## src/rtl/text_glyph_sequencer.sv

```systemverilog
// Text-mode pixel sequencer: screen coordinate -> display RAM address -> glyph ROM
// address -> registered colour, with matched sync/blank delay and a blinking underline cursor.
module text_glyph_sequencer #(
  parameter int H_COLS        = 80,
  parameter int V_ROWS        = 60,
  parameter int RAM_ADDR_BITS = 13,
  parameter int CHAR_AMNT     = 7,
  parameter int PIXEL_BITS    = 3,
  parameter int ROM_WIDTH     = 8,
  parameter int BLINK_FRAMES  = 30
) (
  input  logic                     clk,
  input  logic                     rst_n,
  input  logic                     pixel_en,
  input  logic [9:0]               hcount,
  input  logic [9:0]               vcount,
  input  logic                     video_on_in,
  input  logic                     hsync_in,
  input  logic                     vsync_in,
  output logic [RAM_ADDR_BITS-1:0] ram_addr,
  input  logic [CHAR_AMNT-1:0]     ram_data,
  output logic [CHAR_AMNT-1:0]     glyph_addr,
  output logic [PIXEL_BITS-1:0]    v_pixel,
  output logic [PIXEL_BITS-1:0]    h_pixel,
  input  logic [ROM_WIDTH-1:0]     rom_color,
  input  logic                     cursor_en,
  input  logic [RAM_ADDR_BITS-1:0] cursor_addr,
  output logic [ROM_WIDTH-1:0]     color_out,
  output logic                     hsync_out,
  output logic                     vsync_out,
  output logic                     video_on_out
);

  localparam int FW    = $clog2(BLINK_FRAMES + 1);
  localparam int CELLS = H_COLS * V_ROWS;

  typedef struct packed {
    logic [PIXEL_BITS-1:0] h;
    logic [PIXEL_BITS-1:0] v;
    logic                  vid;
    logic                  hs;
    logic                  vs;
    logic                  hit;
    logic                  inr;
  } stage_t;

  // Syncs idle high so a flushed pipeline never emits a spurious sync pulse.
  localparam stage_t STAGE_RST = '{h: '0, v: '0, vid: 1'b0, hs: 1'b1, vs: 1'b1,
                                   hit: 1'b0, inr: 1'b0};

  logic [RAM_ADDR_BITS-1:0] row_ext_s, col_ext_s, addr_s;
  logic [RAM_ADDR_BITS-1:0] ram_addr_q;
  stage_t                   s0_d, s0_q, s1_q;
  logic [ROM_WIDTH-1:0]     pix_color_s, color_q;
  logic                     hs_out_q, vs_out_q, vid_out_q;
  logic                     vs_prev_q, vs_fall_s;
  logic [FW-1:0]            frame_d, frame_q;
  logic                     blink_d, blink_q;

  assign row_ext_s = RAM_ADDR_BITS'(vcount[9:PIXEL_BITS]);
  assign col_ext_s = RAM_ADDR_BITS'(hcount[9:PIXEL_BITS]);

  generate
    if (H_COLS == 80) begin : g_mul80
      assign addr_s = (row_ext_s << 4'd6) + (row_ext_s << 4'd4) + col_ext_s;
    end else begin : g_mul
      assign addr_s = row_ext_s * RAM_ADDR_BITS'(H_COLS) + col_ext_s;
    end
  endgenerate

  // Stage-0 capture of the coordinate's low bits, flags and cursor compare.
  always_comb begin
    s0_d     = STAGE_RST;
    s0_d.h   = hcount[PIXEL_BITS-1:0];
    s0_d.v   = vcount[PIXEL_BITS-1:0];
    s0_d.vid = video_on_in;
    s0_d.hs  = hsync_in;
    s0_d.vs  = vsync_in;
    s0_d.hit = (addr_s == cursor_addr);
    s0_d.inr = (addr_s < RAM_ADDR_BITS'(CELLS));
  end

  // Pixel colour selection: blanking, out-of-range cells, then cursor underline.
  always_comb begin
    if (!s1_q.vid || !s1_q.inr) begin
      pix_color_s = '0;
    end else if (s1_q.hit && cursor_en && blink_q && (s1_q.v == {PIXEL_BITS{1'b1}})) begin
      pix_color_s = ~rom_color;
    end else begin
      pix_color_s = rom_color;
    end
  end

  assign vs_fall_s = vs_prev_q & ~vsync_in;

  // Blink frame counter: count vsync falling edges, toggle phase on wrap.
  always_comb begin
    frame_d = frame_q;
    blink_d = blink_q;
    if (vs_fall_s) begin
      if (frame_q == FW'(BLINK_FRAMES - 1)) begin
        frame_d = '0;
        blink_d = ~blink_q;
      end else begin
        frame_d = frame_q + 1'b1;
      end
    end else begin
      frame_d = frame_q;
    end
  end

  // Pipeline, output and blink registers; everything advances only on the pixel tick.
  always_ff @(posedge clk or negedge rst_n) begin
    if (!rst_n) begin
      ram_addr_q <= '0;
      s0_q       <= STAGE_RST;
      s1_q       <= STAGE_RST;
      color_q    <= '0;
      hs_out_q   <= 1'b1;
      vs_out_q   <= 1'b1;
      vid_out_q  <= 1'b0;
      vs_prev_q  <= 1'b1;
      frame_q    <= '0;
      blink_q    <= 1'b0;
    end else if (pixel_en) begin
      ram_addr_q <= addr_s;
      s0_q       <= s0_d;
      s1_q       <= s0_q;
      color_q    <= pix_color_s;
      hs_out_q   <= s1_q.hs;
      vs_out_q   <= s1_q.vs;
      vid_out_q  <= s1_q.vid;
      vs_prev_q  <= vsync_in;
      frame_q    <= frame_d;
      blink_q    <= blink_d;
    end
  end

  // Glyph code is blanked outside the active area so the ROM address is quiet there.
  assign glyph_addr   = s1_q.vid ? ram_data : '0;
  assign v_pixel      = s1_q.v;
  assign h_pixel      = s1_q.h;
  assign ram_addr     = ram_addr_q;
  assign color_out    = color_q;
  assign hsync_out    = hs_out_q;
  assign vsync_out    = vs_out_q;
  assign video_on_out = vid_out_q;

endmodule
```

## config.mk

```make
export PLATFORM = sky130hd
export DESIGN_NAME = text_glyph_sequencer
export DESIGN_NICKNAME = d
export VERILOG_FILES = /design/src/rtl/text_glyph_sequencer.sv
export SDC_FILE = /design/constraint.sdc
export NUM_CORES = 1
export LEC_CHECK = 0
export BUFFER_PORTS_ARGS = -buffer_cell sky130_fd_sc_hd__buf_4
export CORE_MARGIN = 4
export CORE_UTILIZATION = 37
export CTS_BUF_LIST = sky130_fd_sc_hd__clkbuf_8 sky130_fd_sc_hd__clkbuf_16
export DETAILED_ROUTE_END_ITERATION = 10
export PLACE_DENSITY = 0.61
export SLEW_MARGIN = 20
export SYNTH_ARGS = -nofsm -noshare
export SYNTH_HDL_FRONTEND = slang
export SYNTH_SLANG_ARGS = --single-unit
```

## constraint.sdc

```tcl
create_clock -name clk -period 1.7 [get_ports clk]
set_input_delay 0.255 -clock clk [delete_from_list [all_inputs] [get_ports clk]]
set_output_delay 0.255 -clock clk [all_outputs]
set_load 0.005 [all_outputs]
```

* Word level (Yosys, flattened, before mapping)
Cells that the tools add are included.
Storage, ports and cells: word-level logic and storage cells 44, output and inout port bits 37, input port bits 55, register bits after elaboration 52
Operators by class: magnitude comparators 1, equal/unequal tests 3, reduce and logical (&&, ||, !) cells 8, add/subtract/negate cells 3, muxes and demuxes 4, bitwise logic cells 4
Operator list (count):
- 8-bit two-way mux | 2
- 13-bit by 11-bit adder with 13-bit output | 1
- 13-bit by 7-bit adder with 13-bit output | 1
- 13-bit == test | 1
- 13-bit < comparator (second input constant) | 1
- 8-bit NOT | 1
- 7-bit two-way mux | 1
- 5-bit by 1-bit adder with 5-bit output (second input constant) | 1
- 5-bit == test (second input constant) | 1
- 5-bit two-way mux | 1
- 3-bit == test (second input constant) | 1
- 1-bit logical AND | 3
- 3-bit AND reduction | 1
- 1-bit logical NOT | 2
- 1-bit NOT | 2
- 2-bit AND reduction | 1
- 1-bit AND | 1
- 1-bit logical OR | 1

* Depth between registers and ports, before layout
word-level depth 5, depth in mapped cells 10, mapped depth without buffers 10

* Worst setup path after synthesis
Ideal clock, no wire load.
kind input to register, from input port hcount[9], to register s0_q[1] in the netlist's numbering, path slack -742 ps, required time 1605 ps, arrival 2347 ps, setup time 95 ps, buffers on the path 0, stages on the path 10, path through inv_1 > fa_1 > inv_1 > fa_1 > xor2_1 > xnor2_1 > o211ai_1 > nor4_2 > o211ai_1 > o32ai_2
Between the ends: cells in the longest elaborated chain, start to end 2
RTL lines:
- from (decl) | RTL line 15 | input logic [9:0] hcount,
- 13-bit by 7-bit adder with 13-bit output | RTL line 65 | assign addr_s = (row_ext_s << 4'd6) + (row_ext_s << 4'd4) + col_ext_s;
- 13-bit == test | RTL line 79 | s0_d.hit = (addr_s == cursor_addr);
- to (signal assigned) | RTL line 116 | s0_q <= STAGE_RST;
- to (signal assigned) | RTL line 127 | s0_q <= s0_d;
- to (decl) | RTL line 53 | stage_t s0_d, s0_q, s1_q;
No other way between the ends. A chain may end at the register's enable or synchronous reset.

* Worst setup path in the final report
from input port hcount[9], to register s0_q[0] in the netlist's numbering
Between the ends: cells in the longest elaborated chain, start to end 2
RTL lines:
- 13-bit by 7-bit adder with 13-bit output | RTL line 65
- 13-bit < comparator | RTL line 80 | s0_d.inr = (addr_s < RAM_ADDR_BITS'(CELLS));
No other way between the ends.

==> impl_metrics.tcl <==
set metrics [dict create \
    status "finished, violations left" \
    violations "hold timing, setup timing" \
    place_area_mm2 0.00381 \
    setup.worst_path.class "input pin to register" \
    wire_per_inst_um 14.0 \
    rsz0062_at_grt "true" \
    yosysMostFrequentCell "dfrtp_1" \
    synth_cell_types 42 \
    grtUsageMet3 0.0260 \
    ant_nets 0 \
    fin_ws_ps -505 \
    synth_edf_count 0 \
    grt_use_total 0.145 \
    cts-root-buf "clkbuf_8" \
    seqPwrFrac 0.453 \
    syn_inst 247 \
    antenna_found_initial 0 \
    syn_area_per_cell_um2 11.4 \
    whs_ps -26.5 \
    slew_violations 0 \
    initial_core_util 0.386 \
    p_leak_nw 1.86 \
    gp_congestion 0.816 \
    fin_util 0.546 \
    cts_tree "built" \
    worstPathMaxFanout 3 \
    htreeDepth 2 \
    syn_nets 319 \
    drc_errors 0 \
    clockPowerShare 0.203 \
    async_flop_share 1.00 \
    pre_cts_ws_ps -950 \
    tns_ps -2460 \
    drt-pass1-iter-count 4 \
    clock_latency_ps 300 \
    path_clk_slew_ps 100 \
    cp.required_ps 1900 \
    area_growth_pct 41.5 \
    skew_ps 4.94 \
    use_met1 0.189 \
    p_per_area_mw_per_mm2 891 \
    cp-start-kind "input pin" \
    cts_inserted_buffers 5 \
    vias_per_cell 4.78 \
    grt_max_degree 53 \
    tightest_slew_ps 659 \
    routed_wl_mm 6.47 \
    power_frac_comb 0.345 \
    finalSetupViolations 7 \
    grt_pass1_vias 2159 \
    final_area_mm2 0.00400 \
    synth-seq-cells 52 \
    n_antenna_cell 0 \
    grt_overflow 0 \
    vias 2210 \
    nets 434 \
    die_y_um 95.4 \
    use_met2 0.249 \
    internal_power_mw 2.48 \
    synth_commonest_cells "dfrtp_1 (46), mux2_2 (20), inv_1 (18), xnor2_1 (18), ha_1 (15)" \
    yosysSeqAreaShare 0.463 \
    peakVddDrop_v 0.000438 \
    die_w_um 95.4 \
    layout-drive-gt1-share 0.488 \
    place_hpwl_mm 5.06 \
    synthTopCellsByArea "dfrtp_1 (41%), mux2_2 (8.0%), ha_1 (6.6%)" \
    grt_most_used_layer "met2" \
    synth_top_area_frac 0.407 \
    post-route-period-util 1.30 \
    period_needed_ps 2200 \
    numPortBuffers 91 \
    hold_violations 43 \
    synth_flop_cell "dfrtp_1" \
    slew_headroom 0.561 \
    rows 31 \
    die-area_mm2 0.00910 \
    pin_count 92 \
    core_mm2 0.00733 \
    power.net_switching_mw 1.09 \
    grt_pass1_wl_mm 10.3 \
    drv_cap 0 \
    crit_path_end_kind "register" \
    worstPathArrival_ps 2410 \
    switching_share 0.305 \
    synthesis.area_mm2 0.00283 \
    dr.first_iter.drc_count 42 \
    yosysTopAreaCell "dfrtp_1" \
    yosys_warnings 0 \
    max_clock_freq_ghz 0.454 \
    cts_max_path_buffers 2 \
    hold_class "input pin to asynchronous set/reset pin" \
    clock_sinks 52 \
]
==> layer usage <==
| metal | wire (um) | share of wire |
|---|---|---|
| met5 | 0 | 0 |
| met4 | 61 | 0.0094 |
| met3 | 324 | 0.050 |
| met2 | 3200 | 0.49 |
| met1 | 2890 | 0.45 |
==> layout make-up <==
cell class,count,area [um2]
Clock buffer,5,68.8
Clock inverter,3,22.5
Fill cell,674,3330
Inverter,18,75.1
Multi-Input combinational cell,164,1470
Sequential cell,52,1310
Tap cell,99,124
Timing Repair Buffer,121,932
==> cell usage in the layout, fill, tap and decap left out, types with 2 or more instances in the layout <==
master / instances
nor3_1: 2
inv_1: 15
o211ai_1: 4
ha_1: 13
buf_4: 118
a211oi_2: 2
xor2_2: 2
xor2_1: 8
nor4_2: 2
a21o_1: 2
dfstp_2: 6
and2_1: 7
xnor2_1: 17
dfrtp_1: 46
mux2_1: 14
nor2_2: 2
clkbuf_8: 5
o21ai_1: 5
nand4_1: 3
mux2_2: 19
a21oi_1: 7
o21ai_0: 3
or2_1: 2
inv_2: 2
or3_1: 2
o22ai_1: 9
nor2_1: 5
nand3_1: 5
nand2_1: 10
==> worst paths after layout <==
kind | to | depth (start not counted) | slack (ps) | from
setup / recovery | s0_q[0]$_DFFE_PN0P_ | 13 | -500 | hcount[9]
hold / removal | h_pixel[2]$_DFFE_PN0P_ | 1 | -30 | rst_n
setup reg to reg | color_out[3]$_DFFE_PN0P_ | 4 | 350 | v_pixel[1]$_DFFE_PN0P_
hold reg to reg | s1_q[2]$_DFFE_PN1P_ | 2 | 460 | s1_q[2]$_DFFE_PN1P_
max in group asynchronous | ram_addr[8]$_DFFE_PN0P_ | 1 | 1280 | rst_n
min in group clk | s0_q[10]$_DFFE_PN0P_ | 2 | 160 | hcount[2]
==> cells by family after synthesis <==
| group | after synthesis | synth area share |
|---|---|---|
| AO/OA/AOI/OAI | 40 | 0.0987 |
| multiplexers | 35 | 0.139 |
| buffers and inverters | 31 | 0.0496 |
| XOR/XNOR | 28 | 0.0868 |
| AND/OR/NAND/NOR | 44 | 0.0823 |
| adder cells (fa/ha/maj) | 17 | 0.0806 |
| flip-flops | 52 | 0.463 |
==> power groups by stage <==
stage	combinational (mW)	clock (mW)	sequential [mW]
3_3_place_gp	1.17	0	1.63
6_report	1.23	0.723	1.61
3_5_place_dp	1.19	0	1.64
4_1_cts	1.23	0.761	1.62
5_1_grt	1.36	0.805	1.65
2_1_floorplan	0.605	0	1.61
==> worst max-delay path: stages <==
cell and delay, ps:
buf_8 80, inv_8 20, fa_1 550, inv_2 50, buf_4 130, ha_4 250, a21o_1 180, o2bb2ai_4 170
o21bai_4 80, xor2_2 190, buf_4 140, nand2b_1 130, o22a_1 170
==> state kept, by name, indices dropped and copies added, names as in the netlist <==
signal	cells
ram_addr	13
s1_q	5
h_pixel	3
frame_q	5
v_pixel	3
vsync_out	1
vs_prev_q	1
blink_q	1
video_on_out	1
color_out	8
s0_q	10
hsync_out	1
==> metrics by stage <==
step / power (mW) / cells / hold slack [ps]
final: 3.56 / 462 / -26.5
after global routing: 3.81 / 462 / 23.0
after CTS: 3.61 / 461 / 1.84
after detailed placement: 2.83 / 452 / 346
after global placement: 2.80 / 452 / 339
after floorplan: 2.22 / 247 / -40.6
==> what timing repair did <==
item                       in CTS  in global routing
setup buffers                   1                  1
gates resized for setup        10                  5
pin swaps                      13                  4
cloned                          0                  0
setup endpoints to repair       8                  8
hold buffers                    0                  0
Note: power is estimated with default switching activity, not from simulation.
